## src/rtl/regfile_onehot_bank.sv

```systemverilog
// Register bank written through a one-hot enable vector.
// Two combinational read ports with optional same-cycle write bypass.
module regfile_onehot_bank #(
  parameter int unsigned WIDTH    = 64,
  parameter int unsigned NREG     = 32,
  parameter int unsigned ZERO_REG = 31,
  parameter bit          BYPASS   = 1'b1,
  localparam int unsigned AW      = $clog2(NREG)
) (
  input  logic             clk,
  input  logic             reset_n,
  input  logic [NREG-1:0]  wr_onehot,
  input  logic [WIDTH-1:0] wr_data,
  input  logic [AW-1:0]    rd_addr_a,
  input  logic [AW-1:0]    rd_addr_b,
  output logic [WIDTH-1:0] rd_data_a,
  output logic [WIDTH-1:0] rd_data_b,
  output logic             onehot_err,
  output logic [15:0]      wr_count
);

  localparam logic [AW-1:0] ZIDX = AW'(ZERO_REG);

  logic [WIDTH-1:0] regs_q [NREG];
  logic [WIDTH-1:0] regs_d [NREG];
  logic             err_q;
  logic             err_d;
  logic [15:0]      cnt_q;
  logic [15:0]      cnt_d;

  logic any_set;
  logic multi_set;
  logic wr_valid;

  // Clearing the lowest set bit leaves something only if 2+ bits were set.
  assign any_set   = |wr_onehot;
  assign multi_set = |(wr_onehot & (wr_onehot - NREG'(1)));
  assign wr_valid  = any_set && !multi_set;

  always_comb begin
    for (int i = 0; i < NREG; i++) begin
      regs_d[i] = regs_q[i];
      if (wr_valid && wr_onehot[i] && (i != ZERO_REG))
        regs_d[i] = wr_data;
    end
  end

  always_comb begin
    err_d = err_q | multi_set;
    cnt_d = cnt_q;
    if (wr_valid && (cnt_q != 16'hFFFF))
      cnt_d = cnt_q + 16'd1;
  end

  always_ff @(posedge clk or negedge reset_n) begin
    if (!reset_n) begin
      for (int i = 0; i < NREG; i++)
        regs_q[i] <= '0;
      err_q <= 1'b0;
      cnt_q <= '0;
    end else begin
      for (int i = 0; i < NREG; i++)
        regs_q[i] <= regs_d[i];
      err_q <= err_d;
      cnt_q <= cnt_d;
    end
  end

  logic byp_a;
  logic byp_b;

  assign byp_a = BYPASS && wr_valid && wr_onehot[rd_addr_a];
  assign byp_b = BYPASS && wr_valid && wr_onehot[rd_addr_b];

  always_comb begin
    rd_data_a = regs_q[rd_addr_a];
    if (byp_a)
      rd_data_a = wr_data;
    if (rd_addr_a == ZIDX)
      rd_data_a = '0;
  end

  always_comb begin
    rd_data_b = regs_q[rd_addr_b];
    if (byp_b)
      rd_data_b = wr_data;
    if (rd_addr_b == ZIDX)
      rd_data_b = '0;
  end

  assign onehot_err = err_q;
  assign wr_count   = cnt_q;

endmodule

```

## config.mk

```make
export PLATFORM = sky130hd
export DESIGN_NAME = regfile_onehot_bank
export DESIGN_NICKNAME = d
export VERILOG_FILES = /design/src/rtl/regfile_onehot_bank.sv
export SDC_FILE = /design/constraint.sdc
export NUM_CORES = 2
export LEC_CHECK = 0
export BUFFER_PORTS_ARGS = -buffer_cell sky130_fd_sc_hd__buf_4
export CORE_ASPECT_RATIO = 0.8
export CORE_MARGIN = 10
export CORE_UTILIZATION = 50
export CTS_CLUSTER_SIZE = 12
export DETAILED_ROUTE_END_ITERATION = 8
export GPL_ROUTABILITY_DRIVEN = 0
export PLACE_DENSITY = 0.72
export SLEW_MARGIN = 5
export SYNTH_ARGS = -nofsm -noshare
export SYNTH_HDL_FRONTEND = slang
export SYNTH_SLANG_ARGS = --single-unit
```

## constraint.sdc

```tcl
create_clock -name clk -period 4.3 [get_ports clk]
set_clock_uncertainty 0.2 [all_clocks]
set_input_delay 0.43 -clock clk [delete_from_list [all_inputs] [get_ports clk]]
set_output_delay 0.43 -clock clk [all_outputs]
set_load 0.005 [all_outputs]
```

== Word-level counts from Yosys, hierarchy flattened ==
Index checks and enable logic that the tools add are counted.

* Bits in registers: 2001
* Output and inout port bits: 145
* Word-level logic and storage cells: 98

* $add $sub $neg: 2
* Magnitude comparators: 4
* Eq/ne operators: 3
* Mux-type cells: 14
* Bitwise gates (word level): 4
* Reductions and logical operators: 38

{| class="wikitable"
|+ Operator list
! kind !! number
|-
| 64-bit binary-select mux with 5-bit select || 2
|-
| 64-bit two-way mux || 8
|-
| 32-bit OR reduction || 2
|-
| 1-bit logical AND || 35
|-
| 32-bit bitwise AND || 1
|-
| 32-bit by 1-bit subtractor with 32-bit output, second input constant || 1
|-
| 16-bit by 1-bit adder with 16-bit output, second input constant || 1
|-
| 16-bit != test, second input constant || 1
|-
| 6-bit >= comparator, second input constant || 2
|-
| 5-bit by 6-bit < comparator with 1-bit output, second input constant || 2
|-
| 5-bit inverter with 6-bit output || 2
|-
| 1-bit binary-select mux with 5-bit select || 2
|-
| 5-bit == test, second input constant || 2
|-
| 1-bit two-way mux || 2
|-
| 1-bit logical NOT || 1
|-
| 1-bit OR || 1
|}

== Longest topological paths before layout ==
* Depth after elaboration: 8
* Gate-level depth with buffers: 12
* Mapped depth without buffers: 8

== Worst setup path before layout ==
OpenSTA, ideal clock, no wires.

* Kind: input to output
* Start: in wr_onehot[0]
* End: out rd_data_b[47]
* Arrival time: 3561 ps
* Required time: 3670 ps
* Slack: 109 ps
* Stages: 11
* Buffers on the path: 3
* Cells stage by stage: or4_4 > or3b_1 > or3_4 > o31a_1 > nor4_2 > and4_1 > buf_2 > buf_1 > buf_1 > nand3b_1 > o21ai_0

* Word-level cells in the longest chain between the ends: 8
* Elaborated cells on any way between the ends: 11

{| class="wikitable"
|+ Ends and longest elaborated chain
! item !! line !! source
|-
| start, declared || 12 || <nowiki>input logic [NREG-1:0] wr_onehot,</nowiki>
|-
| 32-bit by 1-bit subtractor with 32-bit output || 37 || <nowiki>assign multi_set = |(wr_onehot & (wr_onehot - NREG'(1)));</nowiki>
|-
| 32-bit bitwise AND || 37 ||
|-
| 32-bit OR reduction || 37 ||
|-
| 1-bit logical NOT || 38 || <nowiki>assign wr_valid = any_set && !multi_set;</nowiki>
|-
| 1-bit logical AND || 38 ||
|-
| 1-bit logical AND * || 73 || <nowiki>assign byp_b = BYPASS && wr_valid && wr_onehot[rd_addr_b];</nowiki>
|-
| 64-bit two-way mux * || 85 || <nowiki>if (byp_b)</nowiki>
|-
| 64-bit two-way mux * || 87 || <nowiki>if (rd_addr_b == ZIDX)</nowiki>
|-
| end, declared || 17 || <nowiki>output logic [WIDTH-1:0] rd_data_b,</nowiki>
|}

Every way passes the cells marked *; elsewhere a longest branch is shown, timed or not. The select of a mux whose other input is x is not followed.

== Worst setup path in the final report ==
* Start: in wr_onehot[13]
* End: out rd_data_a[50]

* Word-level cells in the longest chain between the ends: 8
* Elaborated cells on any way between the ends: 11

{| class="wikitable"
|+ Ends and longest elaborated chain
! item !! line !! source
|-
| 32-bit by 1-bit subtractor with 32-bit output || 37 ||
|-
| 32-bit bitwise AND || 37 ||
|-
| 32-bit OR reduction || 37 ||
|-
| 1-bit logical NOT || 38 ||
|-
| 1-bit logical AND || 38 ||
|-
| 1-bit logical AND * || 72 || <nowiki>assign byp_a = BYPASS && wr_valid && wr_onehot[rd_addr_a];</nowiki>
|-
| 64-bit two-way mux * || 77 || <nowiki>if (byp_a)</nowiki>
|-
| 64-bit two-way mux * || 79 || <nowiki>if (rd_addr_a == ZIDX)</nowiki>
|-
| end, declared || 16 || <nowiki>output logic [WIDTH-1:0] rd_data_a,</nowiki>
|}

Marks and branches as above.

==> run summary <==
The flow ran to the end, but the final reports show violations. The final reports fail on negative setup slack. The post-synthesis async set-or-reset flop share was 100%; the per-cell via count in the routed design was 6.90. The vertical extent of the die was 436 µm. Width of the die: 540 µm. The termination of the worst setup path is rd_data_a[50]. In this run the cell area of the synthesized design comes to 108000 µm². Final-report setup violation count: 28.

The overall power was 39.6 mW; the maximum number of pins on one net before global-route repair was 156. Clock tree synthesis selected as its root buffer the cell sky130_fd_sc_hd__clkbuf_16. TritonCTS built the clock tree. For met3 alone, demand over resource in global routing was 6.41%. The final max-slew violation count came out at 0. The tools report the iteration count of the initial detailed-routing pass as 6. Number of cell instances on the worst register-to-register path: 6. The routed layout has 70500 vias. The placed wire-length estimate was 211 mm; the number of rows created at floorplan was 152. Yosys printed 0 warnings. For this run, the top clock speed supported by timing is 230 MHz. CTS built an H-tree with a depth of 4.

The top fanout value on the critical path is 7. The clock sink count is 2001, and the remaining max-slew budget at the tightest pin is 35.8%. The tools report the met1 usage as 39.9%. In this run the critical register-to-register path is captured at wr_count[1]. The run gives 0 as the overall overflow remaining after global route. Type of element launching the critical path: a primary input.

In the routed design, unresolved DRC markers number 0. In this run the most used layer during global routing was met2. The count of nets after finishing came out at 7318. The slack of the critical path is -0.0551 ns.

The tools report the filler cell count in the final layout as 16100. Endpoint class of the critical path: a primary output. Of all cell types, the one taking the most synthesized area is sky130_fd_sc_hd__dfrtp_1. The area of the core region is 215000 µm², and the global-route wire length before repair is 509 mm. The number of hold-slack violations in the final timing report was 0. The post-synthesis cell type count was 55; the maximum ir drop on the vdd rail was 0.368 mV. The logs give 72700 for the via count of the first global-routing pass and 8700 for the starting DRC count in detailed routing.

At the pin with the least slew margin, the transition time is 0.963 ns. The final critical path takes up 101% of the cycle. Setup repair after global routing could not meet its margin everywhere.

After synthesis the netlist holds a flip-flop and latch count of 2001. The initial antenna violation count was 20. The analysis attributes to cell leakage a power of 59.5 nW.

The die covers 236000 µm². The worst register-to-register path begins at wr_count[7]. Max-cap violations in this run came to 0. The cell count after synthesis came out at 6995. After synthesis, flip-flops and latches occupy 46.2% of the total area. Tracing the worst setup path back leads to its startpoint at wr_onehot[13]. The clock passes through at most 4 buffers. Cells fill 58.1% of the core in the end. Wires add up to 349 mm. In the synthesized netlist the dominant register cell turns out to be sky130_fd_sc_hd__dfrtp_1. The run gives 43.7% as the met2 track demand over resource. The tools report the I/O pin count as 253.

Leaving out fill and tap cells, the most frequent cell in the layout is sky130_fd_sc_hd__dfrtp_1. The top cell types in the final layout, fill and taps aside, are 2001 x sky130_fd_sc_hd__dfrtp_1, 1540 x sky130_fd_sc_hd__mux2_1, 1111 x sky130_fd_sc_hd__mux4_2. Across all register-to-register paths, the minimum setup slack is 2.02 ns. The fraction of post-synthesis cell area in the top cell type by area is 46.2%.

The type of the worst setup path is primary input to primary output. The count of buffers added on input and output ports is 252. Data on the critical path is required at its endpoint by 3.67 ns.

In the global route stage, overall resource usage came out at 28.8%. Timing analysis after detailed placement gives a worst setup slack of -0.255 ns. Dividing the detail-routed wire length by the instance count gives 34.2 µm.

In this run the remaining antenna-violating nets after routing total 0. Yosys mapped a number of flops with a built-in enable equal to 0. The average cell area after synthesis is 15.5 µm². Compared with the post-synthesis result, the final layout area differs by 15.3%. The clock latency on the worst-skew pair was 0.90 ns. For the finished layout, the period the worst path requires is 4.36 ns. After synthesis, the cell types taking the most area are sky130_fd_sc_hd__dfrtp_1 46%, sky130_fd_sc_hd__mux4_2 23%, sky130_fd_sc_hd__mux2_1 16%.

The register clock-pin slew on the reported worst setup and hold paths works out to 0.06 ns. For the number of buffers inserted during clock tree synthesis, the log shows 212. Power per cell area: 317 nW/µm². Synthesis produced a netlist with a net count of 7104. Once the floorplan was initialized, standard cells occupied 50.4% of the core. For the worst setup path, the data arrival time is 3.73 ns. The tightest min-delay check is of the primary input to register type. The share of layout cells above drive strength 1 came out at 35.7%.
## power by group
part | switching [mW] | internal [mW] | leakage, nW | total, mW
Clock | 7.69 | 10.4 | 3.27 | 18.1
Combinational | 1.82 | 0.873 | 28.3 | 2.69
Sequential | 0.0000000358 | 18.8 | 28.0 | 18.8
Total | 9.51 | 30.1 | 59.5 | 39.6
## cell usage after synthesis, types with 2 or more instances
| master | number |
|---|---|
| sky130_fd_sc_hd__dfrtp_1 | 2001 |
| sky130_fd_sc_hd__mux2_1 | 1540 |
| sky130_fd_sc_hd__mux4_2 | 1111 |
| sky130_fd_sc_hd__mux2_2 | 478 |
| sky130_fd_sc_hd__clkbuf_1 | 467 |
| sky130_fd_sc_hd__mux2i_1 | 301 |
| sky130_fd_sc_hd__o21ai_0 | 291 |
| sky130_fd_sc_hd__buf_2 | 148 |
| sky130_fd_sc_hd__nand2_1 | 143 |
| sky130_fd_sc_hd__buf_1 | 125 |
| sky130_fd_sc_hd__nand3_1 | 80 |
| sky130_fd_sc_hd__nand3b_1 | 64 |
| sky130_fd_sc_hd__nor2_1 | 32 |
| sky130_fd_sc_hd__o221ai_1 | 27 |
| sky130_fd_sc_hd__nand2_2 | 24 |
| sky130_fd_sc_hd__buf_4 | 21 |
| sky130_fd_sc_hd__a211oi_1 | 20 |
| sky130_fd_sc_hd__a21oi_1 | 18 |
| sky130_fd_sc_hd__nor2b_1 | 17 |
| sky130_fd_sc_hd__xnor2_1 | 13 |
| sky130_fd_sc_hd__nor3_1 | 8 |
| sky130_fd_sc_hd__and3_1 | 7 |
| sky130_fd_sc_hd__or4_1 | 6 |
| sky130_fd_sc_hd__and2_1 | 5 |
| sky130_fd_sc_hd__nand2b_1 | 4 |
| sky130_fd_sc_hd__nand4_1 | 4 |
| sky130_fd_sc_hd__and4_1 | 3 |
| sky130_fd_sc_hd__a222oi_1 | 2 |
| sky130_fd_sc_hd__buf_6 | 2 |
| sky130_fd_sc_hd__maj3_1 | 2 |
| sky130_fd_sc_hd__nor3b_1 | 2 |
| sky130_fd_sc_hd__nor4_2 | 2 |
| sky130_fd_sc_hd__nor4b_1 | 2 |
| sky130_fd_sc_hd__o22ai_1 | 2 |
| sky130_fd_sc_hd__or3_1 | 2 |
| sky130_fd_sc_hd__xor2_1 | 2 |
## metal layers
layer  vias to the layer above  wire length [µm]
met1                     38300            139000
met4                         0             17200
met2                      3770            160000
li1                      27600                 -
met3                       841             33500
met5                         -                 0
## cell type report
type / instances / area [µm²] / area share (%)
Tap cell: 2849 / 3560 / 2.85
Timing Repair Buffer: 763 / 8950 / 7.16
Inverter: 1 / 8.76 / 0.00701
Antenna cell: 19 / 47.5 / 0.0381
Clock inverter: 25 / 305 / 0.244
Multi-Input combinational cell: 4230 / 55600 / 44.5
Sequential cell: 2001 / 50100 / 40.1
Clock buffer: 323 / 6360 / 5.09
## flip-flops by register name (all words and copies together) (netlist names)
signal and cells:
regs_q 1984, onehot_err 1, wr_count 16
## what timing repair did
action / in CTS / in global routing
hold buffers: 85 / 0
resized for setup: 3 / 67
endpoints found under the hold margin: 2335 / 0
setup endpoints to repair: 128 / 82
buffers inserted: 2 / 8
cloned: 1 / 12
pin swaps: 4 / 7
## stage by stage
| step | instances | hold slack, ns | cell area [µm²] | setup TNS (ns) |
|---|---|---|---|---|
| global placement | 9737 | 0.277 | 117000 | -4.96 |
| floorplan | 6995 | -0.0656 | 108000 | 0 |
| CTS | 10200 | 0.00733 | 124000 | 0 |
| finish | 10200 | 0.0628 | 125000 | -0.595 |
| global route | 10200 | 0.0409 | 125000 | -7.79 |
| detailed placement | 9737 | 0.288 | 117000 | -72.24 |
## cell families after synthesis
family | count (synthesis) | synth area share, %
flops | 2001 | 46.2
buf+inv | 764 | 2.90
xor+xnor | 15 | 0.121
mux | 3430 | 46.8
simple gates | 411 | 1.99
fa+ha+maj | 3 | 0.0300
compound gates | 371 | 1.90
## worst max-delay path, stage by stage
cell	delay, ns
sky130_fd_sc_hd__buf_4	0.12
sky130_fd_sc_hd__or4_1	0.53
sky130_fd_sc_hd__buf_6	0.16
sky130_fd_sc_hd__or3_1	0.33
sky130_fd_sc_hd__or3_4	0.36
sky130_fd_sc_hd__a211o_1	0.30
sky130_fd_sc_hd__nor4_4	0.36
sky130_fd_sc_hd__and4_4	0.32
sky130_fd_sc_hd__buf_12	0.16
sky130_fd_sc_hd__buf_12	0.16
sky130_fd_sc_hd__buf_12	0.14
sky130_fd_sc_hd__nand3_2	0.07
sky130_fd_sc_hd__o21ai_1	0.11
sky130_fd_sc_hd__buf_4	0.14
## worst min path at each step
stage / start / endpoint / cells past startpoint
6_report: wr_onehot[9] / regs_q[1470] / 4
3_5_place_dp: reset_n / regs_q[1145] / 1
3_3_place_gp: wr_count[4] / wr_count[4] / 1
5_1_grt: wr_onehot[9] / regs_q[1470] / 4
2_1_floorplan: reset_n / onehot_err / 0
4_1_cts: wr_onehot[9] / regs_q[1470] / 4
Note: power is estimated with default switching activity, not from simulation.
